===== config.mk =====
export PLATFORM = sky130hd
export DESIGN_NAME = bnn_bn_pool
export DESIGN_NICKNAME = d
export VERILOG_FILES = /design/src/rtl/bnn_pkg.sv /design/src/rtl/bnn_bin_thresh.sv /design/src/rtl/bnn_bn_pool.sv
export SDC_FILE = /design/constraint.sdc
export NUM_CORES = 1
export LEC_CHECK = 0
export CAP_MARGIN = 20
export CORE_MARGIN = 2
export CORE_UTILIZATION = 45
export DETAILED_ROUTE_END_ITERATION = 7
export PLACE_DENSITY = 0.77
export REMOVE_ABC_BUFFERS = 1
export SYNTH_ARGS = -nofsm -noshare
export SYNTH_HDL_FRONTEND = slang
export SYNTH_SLANG_ARGS = --single-unit

===== constraint.sdc =====
create_clock -name iCLK -period 1.6 [get_ports iCLK]
set_clock_uncertainty 0.15 [all_clocks]
set_input_delay 0.32 -clock iCLK [delete_from_list [all_inputs] [get_ports iCLK]]
set_output_delay 0.32 -clock iCLK [all_outputs]
set_load 0.01 [all_outputs]

===== src/rtl/bnn_pkg.sv =====
// Shared BNN types and constants: popcount sample type, activation bit, popcount range.
package bnn_pkg;
  localparam int OL_DEF = 5;

  typedef logic signed [OL_DEF-1:0] pop_t;
  typedef logic act_t;

  localparam pop_t POP_MAX = 5'sd9;
  localparam pop_t POP_MIN = -5'sd9;
endpackage


===== src/rtl/bnn_bin_thresh.sv =====
// Folded batch-norm binarizer: signed compare of a popcount against a threshold,
// direction flipped by iSIGN for a negative BN gamma.
module bnn_bin_thresh
  import bnn_pkg::*;
#(
  parameter int OL = OL_DEF
) (
  input  logic signed [OL-1:0] iDATA,
  input  logic signed [OL-1:0] iTHRESH,
  input  logic                 iSIGN,
  output act_t                 oBIT
);
  always_comb begin
    oBIT = iSIGN ? act_t'(iDATA <= iTHRESH) : act_t'(iDATA >= iTHRESH);
  end
endmodule


===== src/rtl/bnn_bn_pool.sv =====
// Batch-norm threshold followed by 2x2 binary max-pool (OR) over a raster stream.
// Optional BNN_BN_POOL_BYPASS_EN adds iBYPASS to emit every thresholded bit unpooled.
module bnn_bn_pool
  import bnn_pkg::*;
#(
  parameter int OL    = OL_DEF,
  parameter int IMG_W = 12,
  parameter int IMG_H = 12
) (
  input  logic                 iCLK,
  input  logic                 iRST,
  input  logic                 iSTART,
  input  logic                 iVALID,
  input  logic signed [OL-1:0] iDATA,
  input  logic signed [OL-1:0] iTHRESH,
  input  logic                 iSIGN,
`ifdef BNN_BN_POOL_BYPASS_EN
  input  logic                 iBYPASS,
`endif
  output logic                 oVALID,
  output logic                 oDATA,
  output logic                 oDONE
);
  localparam int CW = (IMG_W > 1) ? $clog2(IMG_W) : 1;
  localparam int RW = (IMG_H > 1) ? $clog2(IMG_H) : 1;
  localparam int HW = IMG_W / 2;
  localparam int BW = (HW > 1) ? $clog2(HW) : 1;

  if (((IMG_W % 2) != 0) || ((IMG_H % 2) != 0)) begin : g_param_err
    $error("bnn_bn_pool: IMG_W and IMG_H must both be even");
  end

  logic [CW-1:0] col_reg;
  logic [RW-1:0] row_reg;
  logic          pair_reg;
  logic          rowbuf_reg [HW];
  act_t          act;
  logic          bypass;
  logic          last_col;
  logic          last_row;
  logic [BW-1:0] buf_idx;

`ifdef BNN_BN_POOL_BYPASS_EN
  assign bypass = iBYPASS;
`else
  assign bypass = 1'b0;
`endif

  bnn_bin_thresh #(.OL(OL)) u_thresh (
    .iDATA   (iDATA),
    .iTHRESH (iTHRESH),
    .iSIGN   (iSIGN),
    .oBIT    (act)
  );

  assign last_col = (col_reg == CW'(IMG_W - 1));
  assign last_row = (row_reg == RW'(IMG_H - 1));
  assign buf_idx  = BW'(col_reg >> 1);

  // Row buffer is never read before the even row writes it, so it needs no reset.
  always_ff @(posedge iCLK) begin
    if (iRST && !iSTART && iVALID && col_reg[0] && !row_reg[0]) begin
      rowbuf_reg[buf_idx] <= pair_reg | act;
    end
  end

  always_ff @(posedge iCLK or negedge iRST) begin
    if (!iRST) begin
      col_reg  <= '0;
      row_reg  <= '0;
      pair_reg <= 1'b0;
      oVALID   <= 1'b0;
      oDATA    <= 1'b0;
      oDONE    <= 1'b0;
    end else if (iSTART) begin
      col_reg  <= '0;
      row_reg  <= '0;
      pair_reg <= 1'b0;
      oVALID   <= 1'b0;
      oDATA    <= 1'b0;
      oDONE    <= 1'b0;
    end else begin
      oVALID <= 1'b0;
      oDATA  <= 1'b0;
      oDONE  <= 1'b0;
      if (iVALID) begin
        col_reg <= last_col ? '0 : col_reg + 1'b1;
        if (last_col) begin
          row_reg <= last_row ? '0 : row_reg + 1'b1;
        end
        if (!col_reg[0]) begin
          pair_reg <= act;
        end
        if (bypass) begin
          oVALID <= 1'b1;
          oDATA  <= act;
          oDONE  <= last_col && last_row;
        end else if (col_reg[0] && row_reg[0]) begin
          oVALID <= 1'b1;
          oDATA  <= rowbuf_reg[buf_idx] | pair_reg | act;
          oDONE  <= last_col && last_row;
        end
      end
    end
  end
endmodule


==> metrics.cfg, run 1 <==
[grt]
antenna_found_initial=0
grt_max_degree=13
grt_pass1_vias=889
grt_pass1_wl_um=3720
grt_use_total_pct=18.9
overflow=0

[critical_path]
path_buf_inv=3
crit_path_start=iSIGN
critPathCaptureType=flip-flop
cp_top_family=buffers and inverters
crit_arrival_ps=1630
worstPathCellList=clkdlybuf4s50_1 > buf_4 > xor2_1 > mux2i_2 > buf_4 > a311oi_2
startpoint_type=input pin
slowest_delay_ps=520
critPathKind=input pin to flip-flop
cpMostUsedCell=buf_4
cp.required_ps=1650
cpMaxStageDelayCell=clkdlybuf4s50_1
regToRegStartpoint=row_reg[0]
crit_fanout=4

[layout]
nFillCells=176
num_antenna_cells=0
area_growth_pct=42.8
largest_reg_flops=6
final_util_pct=67.8
drive_gt1_share_pct=34.5
nets=162

[outcome]
status=completed

[floorplan]
die_h_um=52.3
io_pins=18
die_width_um=52.3
dieArea_um2=2740
num_rows=17
coreArea_um2=2210
start_util_pct=47.5

[routing]
vias=914
via_per_inst=5.47
drc=0
drtAntennaViolNets=0
drtIter0Drc=14
drt_first_pass_iters=4
totalWireLength_um=2380
post_drt_wl_per_cell_um=14.3

[run]
maxCapViolCount=0

[power_and_ir_drop]
p_per_area_nw_per_um2=655
p_leak_nw=0.668
power.total_uw=982
peakVddDrop_uv=354

[logic_synthesis]
ys_types=33
synth_cells=106
ys_seq_area_share_pct=45.8
syn_area_um2=1050
ys_ff_latch=18
ys_warn_count=0
syn-mean-instance-area_um2=9.90

[timing]
timing.fmax_ghz=0.634
setup_slack_ps=22.7
slew_violations=0
hold_viol_final=0
period_minus_slack_ps=1580
setup_viol=0
tightest_slew_ps=274
whs_ps=201
period_share_pct=98.6
maxSlewHeadroom_pct=81.8

[cts]
h-tree-depth=1
cts-root-buf=clkbuf_4
cts_made_buffers=3
cts_tree=done
path_clk_slew_ps=100
clockBufferDepth=2
clock_latency_ps=290
cts_sinks=18
cts.hold.buffers_added=0

[place]
io_buffers=17
dpl.hpwl_um=1700
post-place-ws_ps=-729
gp_congestion=0.782

[min_path]
hp-class=input pin to async pin

==> final timing paths <==
kind | end | slack, ps | depth (start not counted)
worst max-delay path | pair_reg | 20 | 6
worst min-delay path | col_reg[1] | 200 | 2
worst max register to register | row_reg[2] | 60 | 4
worst min register to register | row_reg[2] | 480 | 2
max in group asynchronous | row_reg[0] | 930 | 2
min in group iCLK | row_reg[2] | 480 | 2
==> cell usage in the layout (no fill, tap or decap), types with 2 or more instances in the layout <==
cell and instances:
clkbuf_4 3, clkdlybuf4s50_1 4, dfrtp_1 11, o21ai_0 3
ha_4 4, clkdlybuf4s15_1 4, nand3_1 3, nand2_2 2
dlygate4sd2_1 8, buf_4 15, buf_6 2, mux2i_1 4
nand2_1 4, xor2_1 2, inv_1 5, nor2_1 14
o21ai_2 3, a221oi_1 2, a21oi_2 2, a21oi_1 3
nand3b_1 2, edfxtp_1 6, ha_2 2, nor3_1 3
inv_2 3
==> metrics by stage <==
| stage | cells | setup TNS [ps] | area [µm²] |
|---|---|---|---|
| 6_report | 167 | 0 | 1500 |
| 2_1_floorplan | 101 | -918 | 1020 |
| 5_1_grt | 167 | -157 | 1500 |
| 3_5_place_dp | 159 | -8160 | 1320 |
| 3_3_place_gp | 159 | -7000 | 1320 |
| 4_1_cts | 165 | 0 | 1440 |
==> per-layer routing <==
metal | vias up | part of all wire, % | global-route usage, %
li1 | 444 | - | -
met1 | 430 | 39 | 20.6
met2 | 32 | 53 | 35.4
met3 | 8 | 5.5 | 2.00
met4 | 0 | 2.7 | 9.83
met5 | - | 0 | 0
==> cell type report <==
class | count | area [µm²] | area share (%)
Sequential cell | 18 | 482 | 32.1
Timing Repair Buffer | 34 | 290 | 19.4
Clock buffer | 4 | 36.3 | 2.42
Inverter | 8 | 30.0 | 2.00
Multi-Input combinational cell | 75 | 626 | 41.7
Tap cell | 28 | 35.0 | 2.34
==> report_power, final <==
group | internal, mW | switching [mW] | total, mW
logic | 0.111 | 0.0998 | 0.211
clock network | 0.139 | 0.136 | 0.274
registers | 0.491 | 0.00613 | 0.497
total | 0.740 | 0.242 | 0.982
==> kinds of logic (layout without fill, tap and decap cells) <==
group	Yosys count	after routing	synth area share [%]
muxes	5	5	4.77
xor gates and xnor gates	2	2	1.67
and+or+nand+nor	42	42	22.3
buffers and inverters	13	46	5.84
DFF	18	18	45.8
adders and majority gates	7	7	8.34
AOI/OAI and AO/OA	19	19	11.3
==> Yosys cell counts, drive strengths merged <==
| master | number | area, µm² |
|---|---|---|
| nor2 | 14 | 52.6 |
| dfrtp | 12 | 300 |
| inv | 8 | 30.0 |
| ha | 7 | 87.6 |
| o21ai | 7 | 35.0 |
| edfxtp | 6 | 180 |
| nand2 | 6 | 22.5 |
| a21oi | 5 | 25.0 |
| mux2i | 5 | 50.1 |
| nor3 | 5 | 25.0 |
| buf | 3 | 23.8 |
| nand3 | 3 | 15.0 |
| nor2b | 3 | 18.8 |
| a221oi | 2 | 17.5 |
| clkbuf | 2 | 7.51 |
| nand3b | 2 | 15.0 |
| nand4b | 2 | 32.5 |
| xor2 | 2 | 17.5 |
| a311oi | 1 | 8.76 |
| a31o | 1 | 8.76 |
| a31oi | 1 | 6.26 |
| a32oi | 1 | 8.76 |
| and2 | 1 | 6.26 |
| and4 | 1 | 8.76 |
| and4b | 1 | 10.0 |
| nand2b | 1 | 6.26 |
| o22a | 1 | 8.76 |
| or2 | 1 | 6.26 |
| or2b | 1 | 7.51 |
| or4 | 1 | 7.51 |
==> timing repair <==
action	CTS	global route
buffers inserted	2	2
setup endpoints to repair	14	10
pin swaps	10	12
gates resized for setup	34	18
hold endpoints to repair	0	0
Note: power is estimated with default switching activity, not from simulation.
==> run 2, diff against run 1 <==
Settings changed: CTS_CLUSTER_SIZE set to 10.
==> results of run 2 <==
The final DEF is identical to that of run 1; final timing and power are the same.
